### src/rtl/prog_loader_if.sv
// prog_loader_if: start, byte-stream, out-of-band write and status signals of the program loader
interface prog_loader_if;
  logic        start;
  logic        in_valid;
  logic [7:0]  in_data;
  logic        in_ready;
  logic [15:0] oob_write_addr;
  logic [15:0] oob_write_data;
  logic        oob_mem_wen;
  logic        comp_rst;
  logic        busy;
  logic        done;
  logic        err;
  modport master (
    output start, in_valid, in_data,
    input  in_ready, oob_write_addr, oob_write_data, oob_mem_wen, comp_rst, busy, done, err
  );
  modport slave (
    input  start, in_valid, in_data,
    output in_ready, oob_write_addr, oob_write_data, oob_mem_wen, comp_rst, busy, done, err
  );
endinterface

### src/rtl/prog_loader.sv
// prog_loader: parses a length-prefixed little-endian byte stream into 16-bit words and
// writes them to comp memory through an out-of-band port while holding comp in reset
module prog_loader #(
  parameter int MAX_WORDS      = 256,
  parameter int RELEASE_CYCLES = 2
) (
  input logic         clk,
  input logic         rst,
  prog_loader_if.slave bus
);
  localparam int RW = $clog2(RELEASE_CYCLES + 1);
  localparam logic [16:0] MAXW = 17'(MAX_WORDS);
  typedef enum logic [3:0] {
    IDLE, LEN_LO, LEN_HI, DATA_LO, DATA_HI, WRITE, RELEASE, DONE, ERR
  } state_t;
  state_t        state_q, state_d;
  logic [15:0]   idx_q, idx_d, n_q, n_d, addr_q, addr_d, data_q, data_d;
  logic [7:0]    lo_q, lo_d;
  logic [RW-1:0] rel_q, rel_d;
  logic          acc;
  assign acc = bus.in_valid && (state_q inside {LEN_LO, LEN_HI, DATA_LO, DATA_HI});
  always_ff @(posedge clk) begin
    if (rst) begin
      state_q <= IDLE;
      idx_q   <= '0;
      n_q     <= '0;
      lo_q    <= '0;
      addr_q  <= '0;
      data_q  <= '0;
      rel_q   <= '0;
    end else begin
      state_q <= state_d;
      idx_q   <= idx_d;
      n_q     <= n_d;
      lo_q    <= lo_d;
      addr_q  <= addr_d;
      data_q  <= data_d;
      rel_q   <= rel_d;
    end
  end
  always_comb begin
    state_d = state_q;
    idx_d   = idx_q;
    n_d     = n_q;
    lo_d    = lo_q;
    addr_d  = addr_q;
    data_d  = data_q;
    rel_d   = rel_q;
    case (state_q)
      IDLE, DONE, ERR: if (bus.start) begin
        state_d = LEN_LO;
        idx_d   = '0;
        n_d     = '0;
      end
      LEN_LO: if (acc) begin
        lo_d    = bus.in_data;
        state_d = LEN_HI;
      end
      LEN_HI: if (acc) begin
        n_d     = {bus.in_data, lo_q};
        rel_d   = '0;
        state_d = (n_d == 16'd0) ? RELEASE : ({1'b0, n_d} > MAXW) ? ERR : DATA_LO;
      end
      DATA_LO: if (acc) begin
        lo_d    = bus.in_data;
        state_d = DATA_HI;
      end
      // address/data are captured here so they stay stable outside WRITE
      DATA_HI: if (acc) begin
        addr_d  = idx_q;
        data_d  = {bus.in_data, lo_q};
        state_d = WRITE;
      end
      WRITE: begin
        idx_d   = idx_q + 16'd1;
        rel_d   = '0;
        state_d = ({1'b0, idx_q} + 17'd1 < {1'b0, n_q}) ? DATA_LO : RELEASE;
      end
      RELEASE: begin
        rel_d   = rel_q + 1'b1;
        state_d = (rel_q == RW'(RELEASE_CYCLES - 1)) ? DONE : RELEASE;
      end
      default: state_d = IDLE;
    endcase
  end
  always_comb begin
    bus.in_ready       = state_q inside {LEN_LO, LEN_HI, DATA_LO, DATA_HI};
    bus.oob_mem_wen    = state_q == WRITE;
    bus.oob_write_addr = addr_q;
    bus.oob_write_data = data_q;
    bus.busy           = !(state_q inside {IDLE, DONE, ERR});
    bus.done           = state_q == DONE;
    bus.err            = state_q == ERR;
    bus.comp_rst       = state_q != DONE;
  end
endmodule

### src/flat_wrapper.sv
// flat-port wrapper written by rule: the top's interface ports become plain ports
module prog_loader_flat 
#(
  parameter int MAX_WORDS      = 256,
  parameter int RELEASE_CYCLES = 2
)
  (clk, rst, bus_start, bus_in_valid, bus_in_data, bus_in_ready, bus_oob_write_addr, bus_oob_write_data, bus_oob_mem_wen, bus_comp_rst, bus_busy, bus_done, bus_err);
  prog_loader_if bus_i ();
  input logic clk;
  input logic rst;
  input wire logic [$bits(bus_i.start)-1:0] bus_start;
  input wire logic [$bits(bus_i.in_valid)-1:0] bus_in_valid;
  input wire logic [$bits(bus_i.in_data)-1:0] bus_in_data;
  output wire logic [$bits(bus_i.in_ready)-1:0] bus_in_ready;
  output wire logic [$bits(bus_i.oob_write_addr)-1:0] bus_oob_write_addr;
  output wire logic [$bits(bus_i.oob_write_data)-1:0] bus_oob_write_data;
  output wire logic [$bits(bus_i.oob_mem_wen)-1:0] bus_oob_mem_wen;
  output wire logic [$bits(bus_i.comp_rst)-1:0] bus_comp_rst;
  output wire logic [$bits(bus_i.busy)-1:0] bus_busy;
  output wire logic [$bits(bus_i.done)-1:0] bus_done;
  output wire logic [$bits(bus_i.err)-1:0] bus_err;
  assign bus_i.start = bus_start;
  assign bus_i.in_valid = bus_in_valid;
  assign bus_i.in_data = bus_in_data;
  assign bus_in_ready = bus_i.in_ready;
  assign bus_oob_write_addr = bus_i.oob_write_addr;
  assign bus_oob_write_data = bus_i.oob_write_data;
  assign bus_oob_mem_wen = bus_i.oob_mem_wen;
  assign bus_comp_rst = bus_i.comp_rst;
  assign bus_busy = bus_i.busy;
  assign bus_done = bus_i.done;
  assign bus_err = bus_i.err;
  prog_loader #(.MAX_WORDS(MAX_WORDS), .RELEASE_CYCLES(RELEASE_CYCLES)) u_core (.clk(clk), .rst(rst), .bus(bus_i));
endmodule
### config.mk
export PLATFORM = sky130hd
export DESIGN_NAME = prog_loader_flat
export DESIGN_NICKNAME = d
export VERILOG_FILES = /design/src/rtl/prog_loader_if.sv /design/src/rtl/prog_loader.sv /design/src/flat_wrapper.sv
export SDC_FILE = /design/constraint.sdc
export NUM_CORES = 1
export LEC_CHECK = 0
export ABC_AREA = 1
export CORE_ASPECT_RATIO = 1.1
export CORE_MARGIN = 4
export CORE_UTILIZATION = 45
export DETAILED_ROUTE_END_ITERATION = 10
export PLACE_DENSITY = 0.7
export REMOVE_ABC_BUFFERS = 1
export SLEW_MARGIN = 20
export SYNTH_ARGS = -nofsm -noshare
export SYNTH_HDL_FRONTEND = slang
export SYNTH_SLANG_ARGS = --single-unit
### constraint.sdc
create_clock -name clk -period 3.26 [get_ports clk]
set_input_delay 0.326 -clock clk [delete_from_list [all_inputs] [get_ports clk]]
set_output_delay 0.326 -clock clk [all_outputs]
set_load 0.05 [all_outputs]
---- Word-level counts from Yosys, hierarchy flattened ----
Cells that the tools add are included.
storage, ports and cells
  register bits after elaboration ......... 78
  bits of input ports ..................... 12
  logic and storage cells ................. 60
cells by class
  order comparisons ....................... 2
  reductions and logical operators ........ 17
  $add $sub $neg .......................... 3
  multiplexer cells ....................... 16
  equal/unequal tests ..................... 15
operators with widths
  cell                                                                    count
  16-bit one-hot mux with 2 select lines                                  2
  16-bit two-way mux                                                      2
  4-bit two-way mux                                                       7
  4-bit one-hot mux with 7 select lines                                   1
  16-bit by 1-bit adder with 17-bit output (second input constant)        1
  17-bit by 16-bit less-than comparator with 1-bit output                 1
  16-bit by 1-bit adder with 16-bit output (second input constant)        1
  4-bit by 3-bit equality test with 1-bit output (second input constant)  4
  16-bit by 9-bit > comparator with 1-bit output (second input constant)  1
  16-bit logical NOT                                                      1
  4-bit by 2-bit equality test with 1-bit output (second input constant)  2
  2-bit by 1-bit != test with 1-bit output (second input constant)        4
  2-bit AND reduction                                                     4
  2-bit one-hot mux with 3 select lines                                   1
  3-bit nonzero test                                                      2
  5-bit AND reduction                                                     1
  4-bit by 1-bit equality test with 1-bit output (second input constant)  1
  4-bit equality test (second input constant)                             1
  4-bit logical NOT                                                       1
  4-bit by 3-bit != test with 1-bit output (second input constant)        1
  2-bit nonzero test                                                      2
  4-bit nonzero test                                                      1
  3-bit two-way mux                                                       1
  3-bit AND reduction                                                     1
  other kinds (9)                                                         9

---- Logic depth before layout (Yosys ltp) ----
  word-level depth ........................ 5
  depth in mapped cells ................... 20
  depth with buffers taken out ............ 20

---- Worst setup path after synthesis ----
No wires, ideal clock.
  path kind ............................... register to register
  start ................................... reg u_core.state_q[3]
  end ..................................... reg u_core.state_q[3]
  stages on the path, launching flop included .. 9
  period minus slack after synthesis ...... 2390 ps
  arrival ................................. 2271 ps
  library setup time ...................... 119 ps
  path slack .............................. 870 ps
  path through ............................ dfxtp_1 nor2_1 inv_1 o21ai_0 nand2_1 nand2_1 inv_2 o21ai_0 a21oi_1
between the ends
  word-level cells in the longest chain between the ends .. 5
  elaborated cells on any way between the ends .. 19
  classes of those cells .................. eq/ne: 13; mux: 1; reduce/logical: 5
ends and longest elaborated chain
  element                                                                       RTL line            RTL
  from (decl)                                                                   prog_loader.sv:16   state_t state_q, state_d;
  from (signal assigned)                                                        prog_loader.sv:32   state_q <= state_d;
  4-bit by 1-bit equality test with 1-bit output, or another cell as far along  --
  4-bit nonzero test (*)                                                        --
  named net bus_in_ready                                                        flat_wrapper.sv:14  output wire logic [$bits(bus_i.in_ready)-1:0] bus_in_ready;
  1-bit logical AND (*)                                                         prog_loader.sv:21   assign acc = bus.in_valid && (state_q inside {LEN_LO, LEN_HI, DATA_LO, DATA_HI});
  2-bit by 1-bit != test with 1-bit output (no source line)                     --
  5-bit AND reduction (no source line) (*)                                      --
The timed path passes the listed nets; every way through them passes the cells marked *.
A chain may end at the register's enable or synchronous reset.

---- Worst setup path in the final report ----
  start ................................... reg u_core.idx_q[0]
  end ..................................... reg u_core.state_q[2]
between the ends
  word-level cells in the longest chain between the ends .. 4
ends and longest elaborated chain
  element                                                  RTL line           RTL
  from (decl)                                              prog_loader.sv:17  logic [15:0] idx_q, idx_d, n_q, n_d, addr_q, addr_d, data_q, data_d;
  from (signal assigned)                                   prog_loader.sv:33  idx_q <= idx_d;
  16-bit by 1-bit adder with 17-bit output                 prog_loader.sv:77  state_d = ({1'b0, idx_q} + 17'd1 < {1'b0, n_q}) ? DATA_LO : RELEASE;
  17-bit by 16-bit less-than comparator with 1-bit output  prog_loader.sv:77
  3-bit two-way mux                                        prog_loader.sv:77
  4-bit one-hot mux with 7 select lines                    prog_loader.sv:49  case (state_q)
No other way between the ends.

==> impl_metrics.tcl <==
set metrics [dict create \
    status "finished clean" \
    syn_to_final_growth_pct 21.0 \
    antenna_found_initial 0 \
    firstDrtPassIters 4 \
    crit_fanout 6 \
    drive_above_1_share 0.0925 \
    clkTransAtPathRegs_ps 70 \
    slew_headroom 0.311 \
    period_share 0.845 \
    fmax_mhz 363 \
    cts-hold-fix-buffers 0 \
    setup_viol 0 \
    start_util 0.462 \
    p_per_area_nw_per_um2 557 \
    path_cells "ha_1 > nand2_1 > nor2_1 > nand3_1 > inv_1 > nand2_1 > o21ai_0 > inv_1 > ha_1 > a21o_1 > a21oi_1 > nand2_1 > nor2_1 > nand2_1 > nand2_1 > nand2_1 > nand2_1 > a21oi_1" \
    reg2reg_to "u_core.state_q[2]" \
    required_ps 3480 \
    critPathSlowestCell "dfxtp_1" \
    startpoint "u_core.idx_q[0]" \
    grt_pass1_wl_mm 14.6 \
    num_rows 35 \
    path_buf_inv 2 \
    cts_setup_buffers 0 \
    wl_per_cell_um 12.3 \
    ys_types 33 \
    hold_viol 0 \
    drc 0 \
    skew_ps 7.48 \
    endpoint_kind "flip-flop" \
    insertion_delay_ps 350 \
    yosysWarnings 0 \
    worst_pin_slew_ps 1030 \
    numPortBuffers 49 \
    avgSynthCellArea_um2 7.37 \
    drv_cap 0 \
    die_area_um2 10100 \
    critPathArrivalTime_ps 2970 \
    synth-async-reset-ratio 0 \
    routed_via_density 4.90 \
    cp.depth 18 \
    grtUsageTotal 0.179 \
    hold_path_class "reg2reg" \
    critical_path.max_stage_delay_ps 430 \
    r2r_cells 18 \
    synth_top_cell_area_share 0.404 \
    synth-seq-cells 78 \
    fin_nets 597 \
    grt_pass1_vias 3243 \
    fillers 803 \
    cts_tree "built" \
    drtIter0Drc 161 \
    endpoint "u_core.state_q[2]" \
    post-synth-top-count-cell "inv_1" \
    p_leak_uw 0.00180 \
    yosysTopAreaCell "dfxtp_1" \
    ys_seq_area_frac 0.404 \
    detail-route-antenna-nets 0 \
    final.min_clock_period_ps 2750 \
    grt_start_max_net_pins 44 \
    worst_ir_drop_vdd_mv 0.660 \
    fin_tns_setup_ps 0 \
    r2r_start "u_core.idx_q[0]" \
    die_h_um 105 \
    clock_sinks 78 \
    vias 3353 \
    core_um2 8360 \
    overflow 0 \
    whs_path_depth 2 \
    rsz0062_at_grt "no" \
    drv_slew 0 \
    htree_levels 3 \
    synthTopCellsByArea "dfxtp_1 40%, inv_1 9.1%, nand2_1 8.5%" \
    r2r_setup_slack_ps 510 \
    cts-buffers-inserted 9 \
    synth_commonest_cells "94 x inv_1, 87 x nand2_1, 78 x dfxtp_1" \
    die_x_um 96.3 \
    clockRootBuffer "clkbuf_8" \
    drt-total-wl_mm 8.39 \
    synth-edff-count 0 \
    cp_common_cell "nand2_1" \
    startpoint_type "flip-flop" \
    crit_family "simple AND/OR/NAND/NOR gates" \
    cts_resized 0 \
    final_util 0.559 \
    crit_type "reg2reg" \
    postSynthCellCount 524 \
    clockBufferDepth 2 \
    yosys_most_used_dff "dfxtp_1" \
    boundaryPins 50 \
    num_antenna_cells 0 \
    synth_area_um2 3860 \
    gp_congestion 0.857 \
    dp_hpwl_mm 5.91 \
]
[cells in the final DEF (no fill, tap or decap), types with 2 or more instances in the layout]
| cell type | instances |
|---|---|
| a21oi_1 | 65 |
| nor2_2 | 11 |
| nand3_2 | 2 |
| bufinv_16 | 3 |
| xor2_1 | 11 |
| ha_1 | 17 |
| clkbuf_8 | 9 |
| a22oi_1 | 6 |
| buf_4 | 4 |
| inv_1 | 93 |
| nand2_1 | 87 |
| inv_2 | 4 |
| nor3_1 | 2 |
| o21ai_0 | 49 |
| a21o_1 | 2 |
| dfxtp_1 | 78 |
| a22oi_2 | 10 |
| clkinvlp_4 | 2 |
| nor2_1 | 34 |
| nand3_1 | 15 |
| clkdlybuf4s50_1 | 49 |
| nand4_1 | 6 |
[cell families after synthesis]
kind of cell,after synthesis,synth area share
AO/OA/AOI/OAI,136,0.206
XOR/XNOR,12,0.0272
adder cells (fa/ha/maj),17,0.0551
buffers and inverters,118,0.119
flip-flops,78,0.404
AND/OR/NAND/NOR,163,0.189
[per-stage QoR]
| stage | hold slack (ps) | setup WS, ps | instances | cell area [um^2] | power (uW) |
|---|---|---|---|---|---|
| global placement | 432 | 698 | 668 | 4440 | 1750 |
| detailed placement | 437 | 579 | 668 | 4440 | 1760 |
| finish | 443 | 506 | 684 | 4670 | 2600 |
| floorplan | 393 | 869 | 504 | 3770 | 1560 |
| CTS | 448 | 528 | 684 | 4670 | 2630 |
| global route | 461 | 60.8 | 684 | 4670 | 2740 |
[sequential cells by signal, indices dropped and copies added (netlist names)]
signal,cells
u_core.rel_q,2
u_core.n_q,16
u_core.lo_q,8
u_core.idx_q,16
u_core.bus.oob_write_addr,16
u_core.bus.oob_write_data,16
u_core.state_q,4
[where the power goes]
group	switching [uW]	leakage, uW	internal [uW]	total [uW]
clock network	350	0.000112	507	858
registers	67.7	0.000630	1010	1080
logic	464	0.00105	205	669
[per-layer routing]
metal / global-route usage / wire (um) / vias to the layer above
met3: 0.0396 / 334 / 16
li1: - / - / 1761
met1: 0.227 / 3820 / 1518
met4: 0.0762 / 175 / 0
met5: 0 / 0 / -
met2: 0.289 / 4060 / 58
[cell type report]
| type | instances | area (um^2) | share of cell area |
|---|---|---|---|
| Inverter | 98 | 368 | 0.0787 |
| Multi-Input combinational cell | 328 | 1850 | 0.395 |
| Clock buffer | 10 | 128 | 0.0273 |
| Timing Repair Buffer | 53 | 520 | 0.111 |
| Tap cell | 111 | 139 | 0.0297 |
| Sequential cell | 78 | 1560 | 0.334 |
| Clock inverter | 6 | 110 | 0.0236 |
[worst reg2reg max path, stage by stage (launching register included)]
cell and delay (ps):
dfxtp_1 430, ha_1 220, nand2_1 60, nor2_1 250
nand3_1 200, inv_1 80, nand2_1 60, o21ai_0 180
inv_1 80, ha_1 320, a21o_1 160, a21oi_1 120
nand2_1 60, nor2_1 130, nand2_1 70, nand2_1 50
nand2_1 40, nand2_1 50, a21oi_1 50
[how the worst min path moves through the flow]
stage	startpoint	to
6_report	u_core.bus.oob_write_addr[6]	u_core.bus.oob_write_addr[6]
3_3_place_gp	u_core.bus.oob_write_addr[2]	u_core.bus.oob_write_addr[2]
5_1_grt	u_core.bus.oob_write_addr[3]	u_core.bus.oob_write_addr[3]
4_1_cts	u_core.bus.oob_write_addr[2]	u_core.bus.oob_write_addr[2]
3_5_place_dp	u_core.bus.oob_write_addr[2]	u_core.bus.oob_write_addr[2]
2_1_floorplan	rst	u_core.n_q[10]
Power figures use the tool's default switching activity.
